File: config.mk
export PLATFORM = sky130hd
export DESIGN_NAME = uart_rx_fifo
export DESIGN_NICKNAME = d
export VERILOG_FILES = /design/src/rtl/uart_rx_fifo.sv
export SDC_FILE = /design/constraint.sdc
export NUM_CORES = 1
export LEC_CHECK = 0
export BUFFER_PORTS_ARGS = -buffer_cell sky130_fd_sc_hd__buf_2
export CAP_MARGIN = 20
export CORE_MARGIN = 1.5
export CORE_UTILIZATION = 48
export CTS_BUF_LIST = sky130_fd_sc_hd__clkbuf_16
export DETAILED_ROUTE_END_ITERATION = 16
export PLACE_DENSITY = 0.72
export SLEW_MARGIN = 20
export SYNTH_ARGS = -nofsm -noshare
export SYNTH_HDL_FRONTEND = slang
export SYNTH_SLANG_ARGS = --single-unit
File: constraint.sdc
create_clock -name clk -period 5.48 [get_ports clk]
set_input_delay 0.548 -clock clk [delete_from_list [all_inputs] [get_ports clk]]
set_output_delay 0.548 -clock clk [all_outputs]
set_load 0.01 [all_outputs]
File: src/rtl/uart_rx_fifo.sv
// 8N1 UART receiver with a first-word-fall-through byte FIFO.
// Latency: a byte is visible on m_valid/m_data one cycle after its stop-bit sample; full FIFO drops bytes and flags overrun.
`timescale 1ns/1ps
module uart_rx_fifo #(
  parameter int CLK_FREQ = 25000000,
  parameter int BAUD     = 115200,
  parameter int DEPTH    = 8
) (
  input  logic                     clk,
  input  logic                     rst_n,
  input  logic                     rx,
  output logic                     m_valid,
  input  logic                     m_ready,
  output logic [7:0]               m_data,
  output logic [$clog2(DEPTH):0]   fifo_level,
  output logic                     frame_err,
  output logic                     overrun,
  input  logic                     err_clr
);

  localparam int BIT_CYC = CLK_FREQ / BAUD;
  localparam int HALF    = BIT_CYC / 2;
  localparam int AW      = $clog2(DEPTH);
  localparam int CW      = $clog2(BIT_CYC + 1);

  localparam logic [CW-1:0] BIT_LAST  = CW'(BIT_CYC - 1);
  localparam logic [CW-1:0] HALF_LAST = CW'(HALF - 1);

  localparam logic [2:0] S_IDLE  = 3'd0;
  localparam logic [2:0] S_START = 3'd1;
  localparam logic [2:0] S_DATA  = 3'd2;
  localparam logic [2:0] S_STOP  = 3'd3;
  localparam logic [2:0] S_BRK   = 3'd4;

  logic          rx_meta;
  logic          rx_s;
  logic [2:0]    state;
  logic [CW-1:0] cnt;
  logic [2:0]    bit_idx;
  logic [7:0]    shift_reg;
  logic [AW:0]   wr_ptr;
  logic [AW:0]   rd_ptr;
  logic [7:0]    mem [DEPTH];

  logic bit_end, half_end, push_evt, ferr_evt;
  logic empty, full, pop, do_push, drop;

  assign bit_end  = (cnt == BIT_LAST);
  assign half_end = (cnt == HALF_LAST);
  assign push_evt = (state == S_STOP) && bit_end && rx_s;
  assign ferr_evt = (state == S_STOP) && bit_end && !rx_s;

  assign empty   = (wr_ptr == rd_ptr);
  assign full    = (wr_ptr[AW] != rd_ptr[AW]) && (wr_ptr[AW-1:0] == rd_ptr[AW-1:0]);
  assign pop     = m_valid && m_ready;
  // A pop in the same cycle frees the slot, so a full FIFO still accepts the byte.
  assign do_push = push_evt && (!full || pop);
  assign drop    = push_evt && full && !pop;

  assign m_valid    = !empty;
  assign m_data     = empty ? 8'h00 : mem[rd_ptr[AW-1:0]];
  assign fifo_level = wr_ptr - rd_ptr;

  always_ff @(posedge clk or negedge rst_n) begin
    if (!rst_n) begin
      rx_meta <= 1'b1;
      rx_s    <= 1'b1;
    end else begin
      rx_meta <= rx;
      rx_s    <= rx_meta;
    end
  end

  always_ff @(posedge clk or negedge rst_n) begin
    if (!rst_n) begin
      state     <= S_IDLE;
      cnt       <= '0;
      bit_idx   <= 3'd0;
      shift_reg <= 8'h00;
    end else begin
      case (state)
        S_IDLE: begin
          cnt <= '0;
          if (!rx_s) state <= S_START;
        end
        S_START: begin
          if (half_end) begin
            cnt <= '0;
            if (!rx_s) begin
              state   <= S_DATA;
              bit_idx <= 3'd0;
            end else begin
              state <= S_IDLE;
            end
          end else begin
            cnt <= cnt + 1'b1;
          end
        end
        S_DATA: begin
          if (bit_end) begin
            cnt                <= '0;
            shift_reg[bit_idx] <= rx_s;
            bit_idx            <= bit_idx + 3'd1;
            if (bit_idx == 3'd7) state <= S_STOP;
          end else begin
            cnt <= cnt + 1'b1;
          end
        end
        S_STOP: begin
          if (bit_end) begin
            cnt   <= '0;
            state <= rx_s ? S_IDLE : S_BRK;
          end else begin
            cnt <= cnt + 1'b1;
          end
        end
        S_BRK: begin
          // Hold here while the line stays low so a break is not decoded as frames.
          cnt <= '0;
          if (rx_s) state <= S_IDLE;
        end
        default: begin
          state <= S_IDLE;
          cnt   <= '0;
        end
      endcase
    end
  end

  always_ff @(posedge clk) begin
    if (do_push) mem[wr_ptr[AW-1:0]] <= shift_reg;
  end

  always_ff @(posedge clk or negedge rst_n) begin
    if (!rst_n) begin
      wr_ptr <= '0;
      rd_ptr <= '0;
    end else begin
      if (do_push) wr_ptr <= wr_ptr + 1'b1;
      if (pop)     rd_ptr <= rd_ptr + 1'b1;
    end
  end

  // Clear wins over a same-cycle set; the coinciding event is lost.
  always_ff @(posedge clk or negedge rst_n) begin
    if (!rst_n) begin
      frame_err <= 1'b0;
      overrun   <= 1'b0;
    end else begin
      if (err_clr)       frame_err <= 1'b0;
      else if (ferr_evt) frame_err <= 1'b1;
      if (err_clr)       overrun <= 1'b0;
      else if (drop)     overrun <= 1'b1;
    end
  end

endmodule

==> impl_summary.log <==
[metrics] status: completed
[metrics] least setup slack across all paths after layout: 2380 ps
[metrics] share of synthesized registers carrying an async set or reset: 34.7%
[metrics] maximum level of the CTS H-tree: 3
[metrics] Critical Path, Cell by Cell: inv_1 > ha_1 > nand3_1 > nor3_1 > nand4b_2 > nor4_1 > buf_4
[metrics] Hold Vio Cnt, Final: 0
[metrics] number of nets in the finished design: 324
[metrics] DRC marker count from the first detailed-route iteration: 118
[metrics] width of the die: 97.7 µm
[metrics] antenna viol nets, final: 0
[metrics] TritonCTS clock tree: yes
[metrics] Detailed Routing Iterations Pass 1: 4
[metrics] portion of the post-synthesis area used by sequential elements: 64.5%
[metrics] number of vias per cell: 5.59
[metrics] mean post-synth cell area: between 10 and 15 µm²
[metrics] net count of the mapped netlist: 303
[metrics] number of buffers added by the clock tree synthesis step: 9
[metrics] clk buf depth: 2
[metrics] main flop type after synthesis: edfxtp_1
[metrics] clock-pin transition on the worst setup and hold timing paths: 60 ps
[metrics] detailed-route wire length: between 7000 and 8000 µm
[metrics] Yosys warning total: 0
[metrics] endpoint type of the worst setup path: flip-flop
[metrics] flip-flop and latch count after synthesis: 98
[metrics] total power per unit cell area: 279 nW/µm²
[metrics] total gr overflow: 0
[metrics] Sequential Area: ~2800 µm²
[metrics] Period minus WS final: 3100 ps
[metrics] highest cell delay on the worst timing path: between 800 and 900 ps
[metrics] number of flip-flops under the largest register name: 64
[metrics] initial antenna violation count: 0
[metrics] average wire length per cell after detail routing: 18.3 µm
[metrics] classification of the worst-slack hold path: input port to asynchronous set/reset pin
[metrics] effective utilization at floorplan: between 40 and 50%
[metrics] Worst Clk Skew: roughly 8.3 ps
[metrics] Total Neg Setup Slack: 0 ps
[metrics] post-placement setup slack: between 2000 and 2500 ps
[metrics] post-synthesis instance area: 4300 µm²
[metrics] type of element launching the critical path: flip-flop
[metrics] number of antenna diodes: 0
[metrics] global-route total usage across every layer: 17.6%
[metrics] Layout Cells excl Fill: 422
[metrics] drt drc: 0
[metrics] PnR Total Power: roughly 1.3 mW
[metrics] HPWL after detailed placement: 5280 µm
[metrics] count of final setup violators: 0
[metrics] root buffer cell: clkbuf_16
[metrics] largest net degree at the start of global routing: 35
[metrics] placed insts: 406
[metrics] placer congestion estimate: 0.774
[metrics] floorplan die height: 97.7 µm
[metrics] clock sinks: 98
[metrics] count of cells resized by post-cts repair: 0
[metrics] first-pass GRT wire length: ~13000 µm
[metrics] Post-CTS Setup Bufs: 0
[metrics] number of standard-cell rows in the floorplan: 34
[metrics] ports placed on the boundary: 20
[metrics] relative area change from synthesis to final layout: 10.9%
[metrics] Die ar.: 9540 µm²
[metrics] count of max-cap constraint violations: 0
[metrics] synthesized instance count: about 290
[metrics] area of the multi-input gates: 1400 µm²
[metrics] post-synth cell types: 47
[metrics] Leakage Power: 1.95 nW
[metrics] layout cell share with drive strength beyond 1: 23.6%
[metrics] worst max-slew margin expressed relative to the limit: between 40% and 50%
[metrics] final cycle utilization of the critical path: between 50% and 60%
[metrics] arrival time at the worst endpoint: between 3000 and 4000 ps
[metrics] library cell with the highest instance count after synthesis: edfxtp_1
[metrics] RSZ-0062 raised after global routing: false
[metrics] vias in the first global route: around 2500
[metrics] count of fill cells added during filler insertion: 688
[metrics] area of the core region: 8720 µm²
[metrics] upper clock frequency limit: 322 MHz
[metrics] Area contributors post-synth: edfxtp_1 45%, dfrtp_1 19%, mux4_2 8.4%
[metrics] critical-path maximum fanout: 20
[metrics] count of buffers inserted at the top-level ports: 19
[metrics] hold-fix buffers at CTS: 0
[metrics] clock latency on the worst-skew pair: 330 ps
[metrics] count of flip-flops with a built-in enable after synthesis: between 60 and 70
[metrics] maximum VDD drop: 186 µV
[metrics] Worst Tran Pin Value: a little over 800 ps
[metrics] critical path data required time: 5520 ps
[metrics] CP max stage cell: dfrtp_1
[metrics] routed vias: 2357
[metrics] Yosys top cell area share: 44.7%
[metrics] most area-hungry cell type in the Yosys netlist: edfxtp_1
[metrics] commonest cells in the synthesized netlist: 64 x edfxtp_1, 32 x dfrtp_1, 23 x nand2_1
[metrics] final-report max-slew violation count: 0
[metrics] critical path class: flip-flop to flip-flop
## worst max-delay path: cells and delay by family (launching register included)
family	cells	cell delay, ps
simple gates	4	1100
flops	1	870
buf+inv	2	470
fa+ha+maj	1	360
## final cells by class
class,count,share of cell area (%)
multi-input combinational,159,29.4
clock inverter,7,0.629
inverter,15,1.18
tap,108,2.83
clock buffer,9,4.72
timing repair buffer,26,3.09
sequential,98,58.1
## kinds of logic (layout without fill, tap and decap cells)
logic type | count (synthesis) | in the layout | synth area share, %
AO/OA/AOI/OAI | 23 | 23 | 3.14
buffers and inverters | 31 | 57 | 3.14
AND/OR/NAND/NOR | 85 | 85 | 12.1
adder cells (fa/ha/maj) | 10 | 10 | 3.08
flip-flops | 98 | 98 | 64.5
multiplexers | 26 | 26 | 11.0
XOR/XNOR | 15 | 15 | 3.05
## final timing paths
kind	depth (start not counted)	slack, ps	to	start
setup / recovery	7	2380	mem[5][7]	rd_ptr[1]
hold / removal	1	290	shift_reg[3]	rst_n
setup reg to reg	7	2380	mem[5][7]	rd_ptr[1]
hold reg to reg	0	360	rx_s	rx_meta
max in group asynchronous	1	4700	rd_ptr[2]	rst_n
min in group clk	1	310	rx_meta	rx
## power by group
group	internal, mW	leakage (nW)	switching (mW)
clock	0.298	0.132	0.245
combinational	0.00118	0.623	0.00580
sequential	0.782	1.20	0.00182
total	1.08	1.95	0.252
## layout by cell type (no fill, tap or decap), types with 6 or more instances in the layout
cell	synthesis	routed
edfxtp_1	64	64
dfrtp_1	32	32
nand2_1	23	23
nor2_1	19	19
buf_2	2	19
inv_1	14	17
mux4_2	16	16
a21oi_1	12	12
nand3_1	11	11
xnor2_1	11	11
ha_1	9	9
clkbuf_16	0	9
buf_4	0	7
mux2_2	6	6
## layer usage
layer,GRT usage [%],vias to the layer above,routed length [µm]
li1,-,1114,-
met1,22.4,1186,3350
met2,29.5,43,4020
met3,3.38,14,208
met4,7.80,0,165
met5,0,-,0
## per-stage QoR
stage	instance area [µm²]	util, %	hold slack [ps]
after floorplan	4300	-	252
after global placement	4510	51.7	347
after detailed placement	4510	51.7	350
after CTS	4760	54.6	299
after global routing	4770	54.7	302
final	4770	54.7	291
Note: power is estimated with default switching activity, not from simulation.
